--- src/rtl/mc_main_fsm_v2.sv ---
// mc_main_fsm_v2 - multicycle RV32I main controller.
//
// Sequences fetch, decode, execute, memory and writeback for the multicycle
// datapath. Adds a memory wait-state handshake with timeout, in-block branch
// resolution, an optional multi-cycle MUL/DIV handshake and a sticky trap.
//
// Ports
//   clk, rst_n          clock, asynchronous active-low reset
//   op/funct3/funct7    instruction fields from the IR
//   zero, neg           ALU flags of the current-cycle ALU result
//   mem_ready           memory completes the access this cycle
//   md_done             mul/div result valid pulse
//   resultSrc, ALUSrcA, ALUSrcB, ALUOp, immSrc, adrSrc  datapath mux selects
//   mem_req, memWrite, IRWrite, regWrite, pc_write, md_start, md_sel  enables
//   trap, trap_cause    sticky trap flag and cause (01 illegal op, 10 bus timeout)
//   state_o             current state, debug only
//
// State table
//   S_IF      | fetch, wait for mem_ready, write IR and PC+4
//   S_ID      | decode, compute branch target into ALUOut
//   S_EX_I    | ALU op rs1, imm
//   S_EX_R    | ALU op rs1, rs2
//   S_EX_MD   | wait for the mul/div unit
//   S_WB_MD   | write mul/div result
//   S_WB_ALU  | write ALUOut to rd
//   S_EX_B    | compare, conditionally load branch target
//   S_EX_J    | compute PC+4 for the link value
//   S_WB_J    | write link, compute jump target
//   S_PC_J    | load jump target into PC
//   S_EX_JALR | compute rs1+imm
//   S_PC_JALR | load JALR target, compute link value
//   S_EX_LW   | compute load address
//   S_MEM_LW  | load access, wait for mem_ready
//   S_WB_LW   | write load data
//   S_EX_S    | compute store address
//   S_MEM_S   | store access, wait for mem_ready
//   S_U       | write immediate (LUI)
//   S_TRAP    | halted until reset

module mc_main_fsm_v2 #(
    parameter bit          MEM_HANDSHAKE = 1'b1,
    parameter int unsigned TIMEOUT       = 255,
    parameter int unsigned TO_W          = 8,
    parameter bit          EN_MULDIV     = 1'b1
) (
    input  logic       clk,
    input  logic       rst_n,
    input  logic [6:0] op,
    input  logic [2:0] funct3,
    input  logic [6:0] funct7,
    input  logic       zero,
    input  logic       neg,
    input  logic       mem_ready,
    input  logic       md_done,
    output logic [1:0] resultSrc,
    output logic [1:0] ALUSrcA,
    output logic [1:0] ALUSrcB,
    output logic [1:0] ALUOp,
    output logic [2:0] immSrc,
    output logic       adrSrc,
    output logic       mem_req,
    output logic       memWrite,
    output logic       IRWrite,
    output logic       regWrite,
    output logic       pc_write,
    output logic       md_start,
    output logic       md_sel,
    output logic       trap,
    output logic [1:0] trap_cause,
    output logic [4:0] state_o
);

    typedef enum logic [4:0] {
        S_IF      = 5'd0,
        S_ID      = 5'd1,
        S_EX_I    = 5'd2,
        S_EX_R    = 5'd3,
        S_EX_MD   = 5'd4,
        S_WB_MD   = 5'd5,
        S_WB_ALU  = 5'd6,
        S_EX_B    = 5'd7,
        S_EX_J    = 5'd8,
        S_WB_J    = 5'd9,
        S_PC_J    = 5'd10,
        S_EX_JALR = 5'd11,
        S_PC_JALR = 5'd12,
        S_EX_LW   = 5'd13,
        S_MEM_LW  = 5'd14,
        S_WB_LW   = 5'd15,
        S_EX_S    = 5'd16,
        S_MEM_S   = 5'd17,
        S_U       = 5'd18,
        S_TRAP    = 5'd19
    } state_t;

    // Moore part of the control word, registered from the next state.
    typedef struct packed {
        logic [1:0] result_src;
        logic [1:0] src_a;
        logic [1:0] src_b;
        logic [1:0] alu_op;
        logic [2:0] imm_src;
        logic       adr_src;
        logic       mem_req;
        logic       reg_write;
        logic       pc_write;
        logic       md_sel;
    } ctrl_t;

    localparam bit             TO_EN   = (TIMEOUT != 0);
    localparam logic [TO_W-1:0] TO_LAST = TO_W'(TIMEOUT - 1);

    state_t          state;
    state_t          state_nxt;
    logic [TO_W-1:0] wait_cnt;
    logic            trap_q;
    logic [1:0]      cause_q;
    logic [1:0]      cause_nxt;
    ctrl_t           ctrl_q;
    logic            md_start_q;
    logic            ready_eff;
    logic            in_wait;
    logic            timed_out;
    logic            taken;

    function automatic ctrl_t moore_ctrl(input state_t s);
        ctrl_t c;
        c = '0;
        case (s)
            S_IF:      begin c.mem_req = 1'b1; c.src_b = 2'b10; c.result_src = 2'b10; end
            S_ID:      begin c.src_a = 2'b01; c.src_b = 2'b01; c.imm_src = 3'b010; end
            S_EX_I:    begin c.src_a = 2'b10; c.src_b = 2'b01; c.alu_op = 2'b11; end
            S_EX_R:    begin c.src_a = 2'b10; c.alu_op = 2'b10; end
            S_WB_MD:   begin c.reg_write = 1'b1; c.md_sel = 1'b1; end
            S_WB_ALU:  c.reg_write = 1'b1;
            S_EX_B:    begin c.src_a = 2'b10; c.alu_op = 2'b01; end
            S_EX_J:    begin c.src_a = 2'b01; c.src_b = 2'b10; end
            S_WB_J:    begin
                c.reg_write = 1'b1;
                c.src_a     = 2'b01;
                c.src_b     = 2'b01;
                c.imm_src   = 3'b011;
            end
            S_PC_J:    c.pc_write = 1'b1;
            S_EX_JALR: begin c.src_a = 2'b10; c.src_b = 2'b01; end
            S_PC_JALR: begin c.pc_write = 1'b1; c.src_a = 2'b01; c.src_b = 2'b10; end
            S_EX_LW:   begin c.src_a = 2'b10; c.src_b = 2'b01; end
            S_MEM_LW:  begin c.mem_req = 1'b1; c.adr_src = 1'b1; end
            S_WB_LW:   begin c.result_src = 2'b01; c.reg_write = 1'b1; end
            S_EX_S:    begin c.src_a = 2'b10; c.src_b = 2'b01; c.imm_src = 3'b001; end
            S_MEM_S:   begin c.mem_req = 1'b1; c.adr_src = 1'b1; end
            S_U:       begin c.result_src = 2'b11; c.imm_src = 3'b100; c.reg_write = 1'b1; end
            default:   c = '0;
        endcase
        return c;
    endfunction

    assign ready_eff = MEM_HANDSHAKE ? mem_ready : 1'b1;
    assign in_wait   = (state == S_IF) || (state == S_MEM_LW) || (state == S_MEM_S);
    // Trap on the wait cycle that would bring the counter up to TIMEOUT.
    assign timed_out = TO_EN && in_wait && !ready_eff && (wait_cnt == TO_LAST);

    always_comb begin
        case (funct3)
            3'b000:  taken = zero;
            3'b001:  taken = ~zero;
            3'b100:  taken = neg;
            3'b101:  taken = ~neg;
            default: taken = 1'b0;
        endcase
    end

    always_comb begin
        state_nxt = state;
        cause_nxt = 2'b00;
        case (state)
            S_IF: begin
                if (timed_out) begin
                    state_nxt = S_TRAP;
                    cause_nxt = 2'b10;
                end else if (ready_eff) begin
                    state_nxt = S_ID;
                end
            end
            S_ID: begin
                case (op)
                    7'b0010011: state_nxt = S_EX_I;
                    7'b0110011: state_nxt = S_EX_R;
                    7'b1100011: state_nxt = S_EX_B;
                    7'b1101111: state_nxt = S_EX_J;
                    7'b1100111: state_nxt = S_EX_JALR;
                    7'b0000011: state_nxt = S_EX_LW;
                    7'b0100011: state_nxt = S_EX_S;
                    7'b0110111: state_nxt = S_U;
                    default: begin
                        state_nxt = S_TRAP;
                        cause_nxt = 2'b01;
                    end
                endcase
            end
            S_EX_I:    state_nxt = S_WB_ALU;
            S_EX_R:    state_nxt = (EN_MULDIV && (funct7 == 7'b0000001)) ? S_EX_MD : S_WB_ALU;
            S_EX_MD:   if (md_done) state_nxt = S_WB_MD;
            S_WB_MD:   state_nxt = S_IF;
            S_WB_ALU:  state_nxt = S_IF;
            S_EX_B:    state_nxt = S_IF;
            S_EX_J:    state_nxt = S_WB_J;
            S_WB_J:    state_nxt = S_PC_J;
            S_PC_J:    state_nxt = S_IF;
            S_EX_JALR: state_nxt = S_PC_JALR;
            S_PC_JALR: state_nxt = S_WB_ALU;
            S_EX_LW:   state_nxt = S_MEM_LW;
            S_MEM_LW: begin
                if (timed_out) begin
                    state_nxt = S_TRAP;
                    cause_nxt = 2'b10;
                end else if (ready_eff) begin
                    state_nxt = S_WB_LW;
                end
            end
            S_WB_LW:   state_nxt = S_IF;
            S_EX_S:    state_nxt = S_MEM_S;
            S_MEM_S: begin
                if (timed_out) begin
                    state_nxt = S_TRAP;
                    cause_nxt = 2'b10;
                end else if (ready_eff) begin
                    state_nxt = S_IF;
                end
            end
            S_U:       state_nxt = S_IF;
            S_TRAP:    state_nxt = S_TRAP;
            default:   state_nxt = S_IF;
        endcase
    end

    always_ff @(posedge clk or negedge rst_n) begin
        if (!rst_n) begin
            state      <= S_IF;
            wait_cnt   <= '0;
            trap_q     <= 1'b0;
            cause_q    <= 2'b00;
            ctrl_q     <= moore_ctrl(S_IF);
            md_start_q <= 1'b0;
        end else begin
            state <= state_nxt;
            if (state_nxt != state) begin
                wait_cnt <= '0;
            end else if (in_wait && !ready_eff) begin
                wait_cnt <= wait_cnt + TO_W'(1);
            end
            if ((state_nxt == S_TRAP) && (state != S_TRAP)) begin
                trap_q  <= 1'b1;
                cause_q <= cause_nxt;
            end
            ctrl_q     <= moore_ctrl(state_nxt);
            md_start_q <= (state_nxt == S_EX_MD) && (state != S_EX_MD);
        end
    end

    // Every output is gated by rst_n so an asserted reset silences the block
    // immediately, even mid-wait. Mealy terms are gated by the current state.
    assign resultSrc  = rst_n ? ctrl_q.result_src : 2'b00;
    assign ALUSrcA    = rst_n ? ctrl_q.src_a      : 2'b00;
    assign ALUSrcB    = rst_n ? ctrl_q.src_b      : 2'b00;
    assign ALUOp      = rst_n ? ctrl_q.alu_op     : 2'b00;
    assign immSrc     = rst_n ? ctrl_q.imm_src    : 3'b000;
    assign adrSrc     = rst_n & ctrl_q.adr_src;
    assign mem_req    = rst_n & ctrl_q.mem_req;
    assign regWrite   = rst_n & ctrl_q.reg_write;
    assign md_sel     = rst_n & ctrl_q.md_sel;
    assign md_start   = rst_n & md_start_q;
    assign IRWrite    = rst_n & (state == S_IF) & ready_eff;
    assign memWrite   = rst_n & (state == S_MEM_S) & ready_eff;
    assign pc_write   = rst_n & (ctrl_q.pc_write
                                 | ((state == S_IF) & ready_eff)
                                 | ((state == S_EX_B) & taken));
    assign trap       = rst_n & trap_q;
    assign trap_cause = rst_n ? cause_q : 2'b00;
    assign state_o    = rst_n ? state : 5'd0;

endmodule

--- config.mk ---
export PLATFORM = sky130hd
export DESIGN_NAME = mc_main_fsm_v2
export DESIGN_NICKNAME = d
export VERILOG_FILES = /design/src/rtl/mc_main_fsm_v2.sv
export SDC_FILE = /design/constraint.sdc
export NUM_CORES = 1
export LEC_CHECK = 0
export ABC_CLOCK_PERIOD_IN_PS = 6900
export BUFFER_PORTS_ARGS = -buffer_cell sky130_fd_sc_hd__buf_2
export CAP_MARGIN = 20
export CORE_MARGIN = 3
export CORE_UTILIZATION = 59
export DETAILED_ROUTE_END_ITERATION = 8
export PLACE_DENSITY = 0.86
export SLEW_MARGIN = 20
export SYNTH_ARGS = -nofsm -noshare
export SYNTH_HDL_FRONTEND = slang
export SYNTH_SLANG_ARGS = --single-unit
--- constraint.sdc ---
create_clock -name clk -period 6.9 [get_ports clk]
set_input_delay 0.345 -clock clk [delete_from_list [all_inputs] [get_ports clk]]
set_output_delay 0.345 -clock clk [all_outputs]
set_load 0.05 [all_outputs]
# Word level (Yosys, flattened, before mapping)
# Cells that the tools add are included.
op_classes:
  reduce_logical: 22
  bitwise_logic: 17
  eq_ne: 49
  shifts: 0
  n_lt_le_gt_ge: 0
  add_sub_neg: 1
  n_mux: 33
  div: 0
  multipliers: 0
op_table:
  columns: ["op", "n"]
  rows:
  - ["$eq A5 B4 Y1 const B", 14]
  - ["$pmux W5 S13", 1]
  - ["$mux W5", 8]
  - ["$pmux W5 S8", 1]
  - ["$eq A5 B5 Y1 const B", 7]
  - ["$eq A5 B3 Y1 const B", 6]
  - ["$eq A7 B6 Y1 const B", 3]
  - ["$eq A7 B7 Y1 const B", 3]
  - ["$eq A5 B2 Y1 const B", 4]
  - ["$mux W8", 2]
  - ["$mux W2", 7]
  - ["$and A1 B1 Y1", 13]
  - ["$pmux W2 S2", 3]
  - ["$pmux W2 S3", 2]
  - ["$pmux W3 S4", 1]
  - ["$reduce_or A6 Y1", 2]
  - ["$eq A5 B1 Y1 const B", 2]
  - ["$logic_not A5 Y1", 2]
  - ["$reduce_or A3 Y1", 3]
  - ["$add A8 B1 Y8 const B", 1]
  - ["$eq A8 B8 Y1 const B", 1]
  - ["$reduce_or A8 Y1", 1]
  - ["$eq A7 B1 Y1 const B", 1]
  - ["$eq A7 B2 Y1 const B", 1]
  - ["19 further kinds", 33]
totals:
  elab_cells: 137
  ff_bits: 33
  memories: 0
  mem_bits_rw: 0
  rom_bits: 0
  output_inout_bits: 27
  input_bits: 23
  latchBits: 0

# Longest topological paths before layout
depth:
  ltp_word: 10
  ltp_mapped: 11
  mapped_depth_nobuf: 10

# Least setup slack after synthesis
# OpenSTA, ideal clock, no wires.
synth_path:
  kind: "reg-to-output"
  from: "reg, netlist name wait_cnt[0]"
  to: "out pc_write"
  arrival_ns: 2.675
  required_ns: 6.555
  stages_incl_launch_ff: 11
  path_slack_ns: 3.880
  n_path_buf: 0
  path_cell_list: "dfrtp_1 -> inv_1 -> ha_1 -> nand3_1 -> or2_1 -> o21a_1 -> nor3_4 -> inv_2 -> nor3_4 -> nand2_1 -> a21oi_1"
synth_lines:
  columns: ["item", "line_no", "text"]
  rows:
  - ["end: declaration", "65", "output logic pc_write,"]

# Worst setup path in the final report
layout_path:
  from: "reg state[1]"
  to: "out pc_write"
layout_via:
  elab_chain_cells: 5
  elab_cells_between_ends: 7
  classes_between: "eq/ne: 1; bitwise: 5; reduce/logical: 1"
layout_rtl:
  columns: ["item", "line_no", "text"]
  rows:
  - ["start: declaration", "113", "state_t state;"]
  - ["start signal: assignment", "246", "state <= state_nxt;"]
  - ["$logic_not A5 Y1", "276", "| ((state == S_IF) & ready_eff)"]
  - ["$and A1 B1 Y1", "276", null]
  - ["$or A1 B1 Y1", "276", null]
  - ["$or A1 B1 Y1 (*)", "277", "| ((state == S_EX_B) & taken));"]
  - ["$and A1 B1 Y1 (*)", "275", "assign pc_write = rst_n & (ctrl_q.pc_write"]
# Every way passes the cells marked *; elsewhere a longest branch is shown, timed or not.

==> results.cfg <==
[final_layout]
nets = 325
layout-drive-gt1-share_pct = 25.9
regArea_um2 = 830
final_cell_mix = buf_2, nor2_1, dfrtp_1
layout_commonest_cell = buf_2
syn_to_final_growth_pct = 13.8
multiInputGateArea_mm2 = 0.00135
n_fill_cell = 300
num_antenna_cells = 0

[power_and_ir_drop]
p_leak_nw = 1.20
power_frac_seq_pct = 26.5
clkPwrFrac_pct = 12.9
power_mw = 1.16
power.density_mw_per_mm2 = 443
vdd_drop_max_mv = 0.295
internal_power_mw = 0.573
combPwrFrac_pct = 60.5
switching_power_mw = 0.586
switching_share_pct = 50.5

[setup_path]
crit_path_top_delay_cell = dfrtp_1
required_ns = 6.55
cp_cell_sequence = nor2_1 > nand3_1 > a221o_1 > nand3_1 > and2_1 > nand2_1 > a21oi_1 > buf_2
critPathKind = register to output pin
critPathMostFrequentCell = nand3_1
end_kind = output pin
path_delay_family = simple AND/OR/NAND/NOR gates
worst_setup_path_start_kind = register
cpPeakStageDelay_ns = 0.57
path_buf_inv = 1
arrival_ns = 3.01
cp_max_fo = 17

[clock_network]
numCtsBuffers = 5
postCtsSetupBuffers = 0
clk_latency_ns = 0.28
clkSlewWorstSetupHoldPaths_ns = 0.07
cts_max_level = 2
cts_resized = 0
tritoncts = done
cts_buffer_depth = 2
cts_root_buf = clkbuf_8
cts_sinks = 33
holdBufCountCts = 0

[place]
place_ws_ns = 3.96
port_buffers = 49
gp_routability_congestion = 0.887
dp_hpwl_um = 3630

[detailed_routing]
drtPass1Iterations = 5
ant_nets = 0
wl_per_cell_um = 14.2
route.detailed.drc = 0
wl_um = 4960
num_vias = 2053
dr.first_iter.drc_count = 286
vias_per_cell = 5.88

[yosys]
ys.flop_type = dfrtp_1
synth-async-reset-ratio_pct = 100
yosys_warnings = 0
synth-seq-cells = 33
syn-num-nets = 283
synth_top_cell_by_area = dfrtp_1
synth_area_mm2 = 0.00230
synth.avg_cell_area_um2 = 8.91
netlist_instances = 258
synth_edf_count = 0
synth.distinct_cells = 68
yosys-top-cells-area = dfrtp_1, and2_1, nor2_1, dfstp_2, xnor2_1
ys_seq_area_share_pct = 36.1
synth.top_cell.area_share_pct = 32.7

[worst_hold_path]
min_path_type = input pin to asynchronous set/reset pin

[die]
rows = 22
initial_utilization_pct = 61.9
dieArea_mm2 = 0.00468
pin_count = 50
die_w_um = 68.4
core-area_mm2 = 0.00372
fp.dieH_um = 68.4

[grt]
grt_pass1_wl_um = 8030
grt_pass1_vias = 1767
antenna_found_initial = 0
grt_max_degree = 58
grt_overflow = 0
grt_usage_pct = 23.1

[timing]
max_freq_ghz = 0.298
fin_skew_ns = 0.00761
setup_slack_ns = 3.55
rsz0062_at_grt = no
min_period_ns = 3.35
timing.hold.ws_ns = 0.192
max_slew_margin_pct = 37.7
fin_crit_sh_pct = 48.6
fin_setup_tns_ns = 0
hold_viol_final = 0
drv_slew = 0
worst_slew_pin_slew_ns = 0.935
setup_viol = 0

[run_status]
outcome = finished clean

[flow_run]
cap_violations = 0
## power groups by stage
stage	clock network [mW]	logic, mW	registers [mW]
after floorplan	0	0.623	0.270
after global placement	0	0.678	0.308
after detailed placement	0	0.689	0.310
after CTS	0.154	0.696	0.306
after global routing	0.160	0.766	0.316
final	0.150	0.701	0.307
## state kept, by name, indices dropped and copies added (netlist names)
name	flops
state	5
md_start_q	1
ctrl_q	16
wait_cnt	8
cause_q	2
trap_q	1
## kinds of logic after synthesis
family	share of synthesized area (%)
AND/OR/NAND/NOR	33.3
AO/OA/AOI/OAI	16.3
flip-flops	36.1
buffers and inverters	5.23
XOR/XNOR	5.33
multiplexers	2.23
adder cells (fa/ha/maj)	1.52
## layer usage
layer | up-vias | GRT usage (%) | wire, µm
met3 | 9 | 5.58 | 441
met5 | - | 0 | 0
met4 | 0 | 7.69 | 97
li1 | 1003 | - | -
met1 | 936 | 29.6 | 2090
met2 | 105 | 38.1 | 2340
## worst reg2reg max path: stages, from the launching register on
cell	delay [ns]
dfrtp_1	0.56
or3b_1	0.52
nor2_1	0.21
nor2_2	0.07
o2111a_1	0.49
nor2_1	0.26
o211ai_1	0.21
mux2_1	0.39
## path summary, 6_finish.rpt
kind / start / to / slack [ns] / depth (start not counted)
worst min-delay path: rst_n / cause_q[0] / 0.19 / 1
min in group clk: md_done / ctrl_q[0] / 0.30 / 3
worst max register to register: state[2] / cause_q[1] / 4.06 / 7
max in group asynchronous: rst_n / ctrl_q[12] / 6.12 / 1
worst min register to register: cause_q[0] / cause_q[0] / 0.47 / 1
worst max-delay path: state[1] / pc_write / 3.55 / 8
## layout make-up
cell class / instances / area share (%)
inverters: 9 / 1.48
repair buffers: 49 / 9.37
clock buffers: 7 / 3.30
flip-flops and latches: 33 / 31.7
clock inverters: 1 / 0.287
multi-input cells: 202 / 51.6
well taps: 48 / 2.30
## Yosys cell counts (all sizes together) (8+ instances only)
| cell type | number |
|---|---|
| nor3 | 11 |
| nand4 | 9 |
| xnor2 | 8 |
| nor2 | 33 |
| inv | 8 |
| dfrtp | 30 |
| nand2 | 18 |
| nand3 | 8 |
| o21ai | 8 |
| buf | 10 |
| a21oi | 11 |
| and2 | 24 |
## stage by stage
stage          util [%]  std cells  instance area, µm²
6_report           70.4        349                2620
5_1_grt            70.4        349                2620
4_1_cts            70.4        349                2620
3_5_place_dp       67.9        341                2520
3_3_place_gp       67.9        341                2520
2_1_floorplan         -        258                2300
(Power assumes the default switching activity.)
